`config.mk`:
```
export PLATFORM = sky130hd
export DESIGN_NAME = vga_sync_gen_flat
export DESIGN_NICKNAME = d
export VERILOG_FILES = /design/src/rtl/vga_timing_pkg.sv /design/src/rtl/vga_sync_gen_if.sv /design/src/rtl/vga_sync_gen_pixel_tick_gen.sv /design/src/rtl/vga_sync_gen.sv /design/src/flat_wrapper.sv
export SDC_FILE = /design/constraint.sdc
export NUM_CORES = 1
export LEC_CHECK = 0
export CAP_MARGIN = 10
export CORE_UTILIZATION = 50
export CTS_BUF_LIST = sky130_fd_sc_hd__clkbuf_8
export CTS_CLUSTER_DIAMETER = 50
export DETAILED_ROUTE_END_ITERATION = 16
export PLACE_DENSITY_LB_ADDON = 0.15
export SLEW_MARGIN = 40
export SYNTH_ARGS = -nofsm -noshare
export SYNTH_HDL_FRONTEND = slang
export SYNTH_HIERARCHICAL = 1
export SYNTH_SLANG_ARGS = --single-unit
```
`constraint.sdc`:
```
create_clock -name clk -period 2.55 [get_ports clk]
set_clock_uncertainty 0.05 [all_clocks]
set_input_delay 0.51 -clock clk [delete_from_list [all_inputs] [get_ports clk]]
set_output_delay 0.51 -clock clk [all_outputs]
set_load 0.01 [all_outputs]
```
`src/rtl/vga_timing_pkg.sv`:
```
`default_nettype none
// ============================================================================
// Module      : vga_timing_pkg
// Description : 640x480@60 timing constants, coordinate types and helpers
//               shared by the sync generator and the pixel generators.
// Revision    : 1.0 - initial release
// ============================================================================
package vga_timing_pkg;

    localparam int COORD_W   = 10;
    localparam int DIV_CNT_W = 4;

    localparam int HD = 640;
    localparam int HF = 16;
    localparam int HS = 96;
    localparam int HB = 48;
    localparam int VD = 480;
    localparam int VF = 10;
    localparam int VS = 2;
    localparam int VB = 33;

    localparam int H_TOTAL      = HD + HF + HS + HB;
    localparam int V_TOTAL      = VD + VF + VS + VB;
    localparam int H_SYNC_START = HD + HF;
    localparam int H_SYNC_END   = HD + HF + HS - 1;
    localparam int V_SYNC_START = VD + VF;
    localparam int V_SYNC_END   = VD + VF + VS - 1;

    typedef logic [COORD_W-1:0]   coord_t;
    typedef logic [DIV_CNT_W-1:0] div_cnt_t;

    function automatic logic in_range(input coord_t v, input coord_t lo, input coord_t hi);
        return (v >= lo) && (v <= hi);
    endfunction

endpackage
`default_nettype wire

```
`src/rtl/vga_sync_gen_if.sv`:
```
`default_nettype none
// ============================================================================
// Module      : vga_sync_if
// Description : Registered timing bundle from the sync generator to the
//               pixel generators and the connector.
// Revision    : 1.0 - initial release
// ============================================================================
interface vga_sync_if;
    import vga_timing_pkg::*;

    logic   p_tick;
    coord_t pixel_x;
    coord_t pixel_y;
    logic   video_on;
    logic   hsync_n;
    logic   vsync_n;
    logic   frame_start;

    modport master (
        output p_tick, pixel_x, pixel_y, video_on, hsync_n, vsync_n, frame_start
    );

    modport slave (
        input  p_tick, pixel_x, pixel_y, video_on, hsync_n, vsync_n, frame_start
    );
endinterface
`default_nettype wire

```
`src/rtl/vga_sync_gen_pixel_tick_gen.sv`:
```
`default_nettype none
// ============================================================================
// Module      : pixel_tick_gen
// Description : Divides the system clock by CLK_DIV; o_advance is high on the
//               clock edge where the pixel counters must step.
// Revision    : 1.0 - initial release
// ============================================================================
module pixel_tick_gen #(
    parameter int CLK_DIV = 4
) (
    input  wire  clk,
    input  wire  reset_n,
    output logic o_advance
);
    import vga_timing_pkg::*;

    localparam div_cnt_t c_DIV_LAST = div_cnt_t'(CLK_DIV - 1);

    div_cnt_t r_div_cnt;

    always_ff @(posedge clk or negedge reset_n) begin
        if (!reset_n) begin
            r_div_cnt <= '0;
        end else if (r_div_cnt == c_DIV_LAST) begin
            r_div_cnt <= '0;
        end else begin
            r_div_cnt <= r_div_cnt + div_cnt_t'(1);
        end
    end

    // With CLK_DIV=1 the counter sits at 0 and every edge advances.
    assign o_advance = (r_div_cnt == c_DIV_LAST);

endmodule
`default_nettype wire

```
`src/rtl/vga_sync_gen.sv`:
```
`default_nettype none
// ============================================================================
// Module      : vga_sync_gen
// Description : VGA timing source: pixel/line counters plus registered
//               video_on, sync and frame_start flags aligned to coordinates.
// Revision    : 1.0 - initial release
// ============================================================================
module vga_sync_gen #(
    parameter int CLK_DIV = 4,
    parameter int HD      = vga_timing_pkg::HD,
    parameter int HF      = vga_timing_pkg::HF,
    parameter int HS      = vga_timing_pkg::HS,
    parameter int HB      = vga_timing_pkg::HB,
    parameter int VD      = vga_timing_pkg::VD,
    parameter int VF      = vga_timing_pkg::VF,
    parameter int VS      = vga_timing_pkg::VS,
    parameter int VB      = vga_timing_pkg::VB
) (
    input  wire         clk,
    input  wire         reset_n,
    vga_sync_if.master  vga
);
    import vga_timing_pkg::*;

    localparam coord_t c_H_LAST     = coord_t'(HD + HF + HS + HB - 1);
    localparam coord_t c_V_LAST     = coord_t'(VD + VF + VS + VB - 1);
    localparam coord_t c_HD         = coord_t'(HD);
    localparam coord_t c_VD         = coord_t'(VD);
    localparam coord_t c_HSYNC_LO   = coord_t'(HD + HF);
    localparam coord_t c_HSYNC_HI   = coord_t'(HD + HF + HS - 1);
    localparam coord_t c_VSYNC_LO   = coord_t'(VD + VF);
    localparam coord_t c_VSYNC_HI   = coord_t'(VD + VF + VS - 1);

    logic   w_advance;
    coord_t w_x_next;
    coord_t w_y_next;

    logic   r_p_tick;
    coord_t r_x;
    coord_t r_y;
    logic   r_video_on;
    logic   r_hsync_n;
    logic   r_vsync_n;
    logic   r_frame_start;

    pixel_tick_gen #(
        .CLK_DIV   (CLK_DIV)
    ) u_pixel_tick_gen (
        .clk       (clk),
        .reset_n   (reset_n),
        .o_advance (w_advance)
    );

    always_comb begin
        w_x_next = r_x + coord_t'(1);
        w_y_next = r_y;
        if (r_x == c_H_LAST) begin
            w_x_next = '0;
            w_y_next = (r_y == c_V_LAST) ? '0 : r_y + coord_t'(1);
        end
    end

    // Flags are derived from the next coordinates so they land in the same
    // clock as the coordinates they describe.
    always_ff @(posedge clk or negedge reset_n) begin
        if (!reset_n) begin
            r_p_tick      <= 1'b0;
            r_x           <= '0;
            r_y           <= '0;
            r_video_on    <= 1'b0;
            r_hsync_n     <= 1'b1;
            r_vsync_n     <= 1'b1;
            r_frame_start <= 1'b0;
        end else begin
            r_p_tick      <= w_advance;
            r_frame_start <= 1'b0;
            if (w_advance) begin
                r_x           <= w_x_next;
                r_y           <= w_y_next;
                r_video_on    <= (w_x_next < c_HD) && (w_y_next < c_VD);
                r_hsync_n     <= !in_range(w_x_next, c_HSYNC_LO, c_HSYNC_HI);
                r_vsync_n     <= !in_range(w_y_next, c_VSYNC_LO, c_VSYNC_HI);
                r_frame_start <= (w_x_next == '0) && (w_y_next == '0);
            end
        end
    end

    assign vga.p_tick      = r_p_tick;
    assign vga.pixel_x     = r_x;
    assign vga.pixel_y     = r_y;
    assign vga.video_on    = r_video_on;
    assign vga.hsync_n     = r_hsync_n;
    assign vga.vsync_n     = r_vsync_n;
    assign vga.frame_start = r_frame_start;

endmodule
`default_nettype wire
```
`src/flat_wrapper.sv`:
```
// flat-port wrapper written by rule: the top's interface ports become plain ports
module vga_sync_gen_flat import vga_timing_pkg::*;
#(
    parameter int CLK_DIV = 4,
    parameter int HD      = vga_timing_pkg::HD,
    parameter int HF      = vga_timing_pkg::HF,
    parameter int HS      = vga_timing_pkg::HS,
    parameter int HB      = vga_timing_pkg::HB,
    parameter int VD      = vga_timing_pkg::VD,
    parameter int VF      = vga_timing_pkg::VF,
    parameter int VS      = vga_timing_pkg::VS,
    parameter int VB      = vga_timing_pkg::VB
)
  (clk, reset_n, vga_p_tick, vga_pixel_x, vga_pixel_y, vga_video_on, vga_hsync_n, vga_vsync_n, vga_frame_start);
  vga_sync_if vga_i ();
  input  wire clk;
  input  wire reset_n;
  output wire logic [$bits(vga_i.p_tick)-1:0] vga_p_tick;
  output wire logic [$bits(vga_i.pixel_x)-1:0] vga_pixel_x;
  output wire logic [$bits(vga_i.pixel_y)-1:0] vga_pixel_y;
  output wire logic [$bits(vga_i.video_on)-1:0] vga_video_on;
  output wire logic [$bits(vga_i.hsync_n)-1:0] vga_hsync_n;
  output wire logic [$bits(vga_i.vsync_n)-1:0] vga_vsync_n;
  output wire logic [$bits(vga_i.frame_start)-1:0] vga_frame_start;
  assign vga_p_tick = vga_i.p_tick;
  assign vga_pixel_x = vga_i.pixel_x;
  assign vga_pixel_y = vga_i.pixel_y;
  assign vga_video_on = vga_i.video_on;
  assign vga_hsync_n = vga_i.hsync_n;
  assign vga_vsync_n = vga_i.vsync_n;
  assign vga_frame_start = vga_i.frame_start;
  vga_sync_gen #(.CLK_DIV(CLK_DIV), .HD(HD), .HF(HF), .HS(HS), .HB(HB), .VD(VD), .VF(VF), .VS(VS), .VB(VB)) u_core (.clk(clk), .reset_n(reset_n), .vga(vga_i));
endmodule
```
# Word-level counts from Yosys, hierarchy flattened
# Cells that the tools add are included.
[classes]
addsub = 3
n_lt_le_gt_ge = 6
n_eq_ne = 3
mux = 5
reduce_logical = 8
[op_table]
columns = ["cell", "n"]
rows = [
  ["10-bit 2-to-1 mux", 3],
  ["10-bit by 1-bit adder with 10-bit output, second input constant", 2],
  ["10-bit == test, second input constant", 2],
  ["10-bit logical NOT", 2],
  ["10-bit >= comparator, second input constant", 1],
  ["10-bit by 9-bit >= comparator with 1-bit output, second input constant", 1],
  ["10-bit <= comparator, second input constant", 1],
  ["10-bit by 9-bit <= comparator with 1-bit output, second input constant", 1],
  ["10-bit less-than comparator, second input constant", 1],
  ["10-bit by 9-bit less-than comparator with 1-bit output, second input constant", 1],
  ["4-bit by 1-bit adder with 4-bit output, second input constant", 1],
  ["4-bit by 2-bit == test with 1-bit output, second input constant", 1],
  ["1-bit logical AND", 4],
  ["4-bit 2-to-1 mux", 1],
  ["1-bit logical NOT", 2],
  ["1-bit 2-to-1 mux", 1],
]
[word_totals]
ff_bits = 29
inputBits = 2
output_inout_bits = 25
wordCells = 33

# Depth between registers and ports, before layout
[depth]
word_depth = 6
depth_mapped = 11
ltp_nobuf = 8

# Modules after synthesis
# The synthesis kept the hierarchy.
[modules_own_cells]
columns = ["module", "n_inst", "cells_each", "area_per_inst_um2", "seq_area_each_um2"]
rows = [
  ["vga_sync_gen", 1, 198, 1762.9, 628.1],
  ["pixel_tick_gen", 1, 12, 163.9, 100.1],
]

# Least setup slack after synthesis
# No wires, ideal clock.
[synth_path]
kind = "reg2reg"
from = "register u_core.r_x[1], in the netlist u_core/vga.pixel_x[1]"
to = "register u_core.r_frame_start, in the netlist u_core/vga.frame_start"
setup_time_ns = 0.080
arrival_ns = 2.219
required_ns = 2.420
slack_ns = 0.200
path_stages_with_launch = 11
n_path_buf = 3
period_less_slack_ns = 2.350
cell_sequence = "dfrtp_1 -> ha_1 -> buf_2 -> and4_4 -> buf_6 -> and3_1 -> buf_6 -> a211oi_2 -> a21oi_1 -> or3b_1 -> nor3_2"
[synth_between]
elab_chain_len = 5
word_cells_on_any_way = 8
cone_classes = "1 x add/sub; 1 x eq/ne; 3 x mux; 3 x reduce/logical"
[synth_rtl]
columns = ["item", "line_no", "rtl"]
rows = [
  ["start: declaration", "vga_sync_gen.sv:39", "coord_t r_x;"],
  ["start signal: assignment", "vga_sync_gen.sv:78", "r_x <= w_x_next;"],
  ["10-bit by 1-bit adder with 10-bit output or 10-bit == test (tied branches)", "vga_sync_gen.sv:55, vga_sync_gen.sv:57", ""],
  ["10-bit 2-to-1 mux", "vga_sync_gen.sv:57", "if (r_x == c_H_LAST) begin"],
  ["10-bit logical NOT", "vga_sync_gen.sv:83", "r_frame_start <= (w_x_next == '0) && (w_y_next == '0);"],
  ["1-bit logical AND *", "vga_sync_gen.sv:83", ""],
  ["1-bit 2-to-1 mux *", "vga_sync_gen.sv:77", "if (w_advance) begin"],
  ["end signal: assignment", "vga_sync_gen.sv:83", ""],
  ["end: declaration", "vga_sync_gen.sv:44", "logic r_frame_start;"],
]
# Mark *: on every way between the ends. The rest lies on a longest branch, timed or not.
# A chain may end at the register's enable or synchronous reset.

# Final worst setup path
# Same ends and word-level chain as after synthesis.

==> PnR_summary.wiki <==
{| class="wikitable"
! Metric !! Value
|-
| Number of cells produced by synthesis || 210
|-
| Detailed-route via count || 1712
|-
| CP Launch Type || flip-flop
|-
| Critical Setup Path Class || reg -> reg
|-
| Commonest register cell after synthesis || sky130_fd_sc_hd__dfrtp_1
|-
| Commonest cells in the synthesized netlist || sky130_fd_sc_hd__dfrtp_1, sky130_fd_sc_hd__nand2_1, sky130_fd_sc_hd__nor2_1, sky130_fd_sc_hd__nand3_1, sky130_fd_sc_hd__xnor2_1
|-
| Number of clock buffers inserted by TritonCTS || 5
|-
| Max-slew violation total from the final report || 0
|-
| FILL cells || 346
|-
| Fraction of the cycle the final worst path needs || 91.7%
|-
| Standby leakage power || 0.921 nW
|-
| Worst IR Drop VDD || 267 µV
|-
| Total GRT Usage || 26.3%
|-
| Number of input and output port buffers inserted || 26
|-
| Initial detailed-routing violation count || 106
|-
| Wire length per cell after detailed routing || 16.7 µm
|-
| WHS Path Cells || 2
|-
| Maximum cell stage delay along the critical path || 0.47 ns
|-
| Cells taking the most area after synthesis || sky130_fd_sc_hd__dfrtp_1, sky130_fd_sc_hd__xnor2_1, sky130_fd_sc_hd__ha_1, sky130_fd_sc_hd__nand2_1, sky130_fd_sc_hd__nand3_1
|-
| Register area share after synthesis || 37.8%
|-
| Total wirelength of the detailed-routed design || 4800 µm
|-
| Final Hold Violating Endpoints || 0
|-
| Net total in the final layout || 246
|-
| CTS sink count || 29
|-
| Least-Margin Pin Slew || 0.373 ns
|-
| Standard cell core area || 3690 µm²
|-
| Slowest stage cell, crit path || sky130_fd_sc_hd__dfrtp_1
|-
| Cts hold-fix bufs || 0
|-
| Worst slew margin || 74.9%
|-
| Width of the die || 64.1 µm
|-
| Yosys warnings || 6
|-
| Global route overflow || 0
|-
| Critical Path AT || 2.50 ns
|-
| Reg2reg start || u_core/vga.pixel_x[1]$_DFFE_PN0P_
|-
| Clock tree root driver cell || sky130_fd_sc_hd__clkbuf_8
|-
| Leading area contributor after synthesis || sky130_fd_sc_hd__dfrtp_1
|-
| Vias per std cell || 5.97
|-
| IO Count || 27
|-
| Number of setup violations in the final report || 0
|-
| Unrepaired setup endpoints after global routing || false
|-
| Level count of the clock H-tree || 2
|-
| Achievable clock frequency || 428 MHz
|-
| R2R setup slack || 0.21 ns
|-
| Worst Hold Path EP || u_core/vga.vsync_n$_DFFE_PN1P_
|-
| Area of the die || 4110 µm²
|-
| Largest net degree at the start of global routing || 30
|-
| Clock insertion delay at the later pin of the skew report || 0.28 ns
|-
| First-pass GRT wire length || 8250 µm
|-
| Area growth from synthesis to layout || 21.8%
|-
| Worst-case reg-to-reg path depth || 7
|-
| Effective utilization at floorplan || 52.2%
|-
| Net Count, Synth || 218
|-
| Count of state elements after synthesis || 29
|-
| Clock Path Buffers || 2
|-
| Count of max-cap constraint violations || 0
|-
| Final critical-path required period || 2.34 ns
|-
| Post-Route Hold Slack || 0.448 ns
|-
| Number of antenna violations at the first check in global routing || 0
|-
| Mean Syn Cell Area || 9.18 µm²
|-
| Via count of the first global-routing pass || 1651
|-
| Status || finished, final reports clean
|-
| Worst reg2reg endpoint || u_core/vga.frame_start$_DFF_PN0_
|-
| Number of diodes || 0
|-
| Worst hold start || u_core/vga.vsync_n$_DFFE_PN1P_
|-
| DRC violations left || 0
|-
| Share of layout cells above drive strength 1 || 14.2%
|-
| Largest fanout of any net on the critical path || 9
|-
| Worst min-delay path class || reg -> reg
|-
| Proportion of netlist area held by the largest area contributor || 35.1%
|-
| Post-synth cell types || 55
|-
| Die boundary height || 64.1 µm
|-
| Detailed Place HPWL || 3310 µm
|-
| Req. time, crit path || 2.71 ns
|-
| Clock-pin slew of the registers on the worst-case setup and hold paths || 0.07 ns
|-
| Routability congestion estimate || 0.883
|-
| Final TNS setup || 0 ns
|-
| Synth async-reset ratio || 100%
|-
| Dominant cell by count in the synthesized netlist || sky130_fd_sc_hd__dfrtp_1
|-
| Launch point of the critical path || u_core/vga.pixel_x[1]$_DFFE_PN0P_
|-
| Antenna violation net count after detailed routing || 0
|-
| CTS tree || done
|-
| First-pass DRT Iterations || 4
|-
| EDFF count, synth || 0
|-
| Nature of the critical path endpoint || flip-flop
|-
| Total power divided by cell area || 408 nW/µm²
|-
| Row Count || 22
|-
| Post-synth design cell area || 1930 µm²
|-
| Cell Chain, Critical Path || ha_1 > and4_4 > and3_1 > buf_4 > a21oi_1 > or3b_1 > nor3_2
|}
-- worst max-delay path, delay by kind of cell, from the launching register on --
family / cells / cell delay (ns)
buffers and inverters: 1 / 0.23
and+or+nand+nor: 4 / 1.23
adders and majority gates: 1 / 0.22
DFF: 1 / 0.47
AOI/OAI and AO/OA: 1 / 0.07
-- logic make-up after synthesis --
family	Yosys count	share of synthesized area, %
buf+inv	22	6.43
simple gates	90	26.7
compound gates	47	17.7
xor+xnor	14	6.36
fa+ha+maj	6	3.90
flops	29	37.8
mux	2	1.10
-- per-stage QoR --
step / setup slack [ns] / utilization [%] / cell area [µm²] / std cells / power, mW
global route: 0.0902 / 63.6 / 2350 / 287 / 0.982
detailed placement: 0.222 / 60.3 / 2220 / 279 / 0.481
finish: 0.212 / 63.6 / 2350 / 287 / 0.957
floorplan: 0.200 / - / 1930 / 210 / 0.469
CTS: 0.197 / 63.5 / 2340 / 287 / 0.967
global placement: 0.325 / 60.3 / 2220 / 279 / 0.480
-- timing repair --
item                       in CTS  in global routing
setup buffers                   0                  0
gates resized for setup         0                  1
setup endpoints to repair       0                  1
-- area by class of cell --
class	count	area, µm²	share of cell area [%]
Clock buffer	6	82.6	3.52
Clock inverter	2	33.8	1.44
Inverter	7	26.3	1.12
Multi-Input combinational cell	159	1080	46.1
Sequential cell	29	728	31.0
Tap cell	48	60.1	2.56
Timing Repair Buffer	36	335	14.3
-- sequential cells by signal (all words and copies together) (netlist names) --
| name | count |
|---|---|
| u_core/u_pixel_tick_gen/r_div_cnt | 4 |
| u_core/vga.frame_start | 1 |
| u_core/vga.hsync_n | 1 |
| u_core/vga.p_tick | 1 |
| u_core/vga.pixel_y | 10 |
| u_core/vga.pixel_x | 10 |
| u_core/vga.vsync_n | 1 |
| u_core/vga.video_on | 1 |
-- worst max-delay path by stage --
stage,end,depth (start not counted)
after floorplan,u_core/vga.frame_start$_DFF_PN0_,10
after global placement,u_core/vga.frame_start$_DFF_PN0_,8
after detailed placement,u_core/vga.frame_start$_DFF_PN0_,8
after CTS,u_core/vga.frame_start$_DFF_PN0_,8
after global routing,u_core/vga.frame_start$_DFF_PN0_,8
final,u_core/vga.frame_start$_DFF_PN0_,7
-- routing by layer --
metal	up-vias	share of wire, %	global-route usage [%]	routed length [µm]
li1	811	-	-	-
met1	833	45	37.0	2170
met2	60	49	40.8	2340
met3	8	4.8	4.11	228
met4	0	1.2	9.09	56
met5	-	0	0	0
-- report_power, final --
part | total [mW] | switching [mW] | internal (mW)
Combinational | 0.0115 | 0.00911 | 0.00235
Sequential | 0.460 | 0 | 0.460
Clock | 0.485 | 0.171 | 0.314
-- layout by cell type (no fill, tap or decap), drive strengths merged, types with 3 or more instances in the layout --
cell type      instances
a211oi                 3
a21oi                 12
a31oi                  3
and2                   4
and3                   4
buf                   10
clkbuf                 6
clkdlybuf4s50         26
dfrtp                 27
ha                     6
inv                    8
nand2                 19
nand2b                 3
nand3                 15
nand4                  5
nor2                  16
nor3                  11
o2111ai                3
o21ai                  8
o31ai                  4
xnor2                 12
No activity file was read; power rests on OpenSTA's default activity.
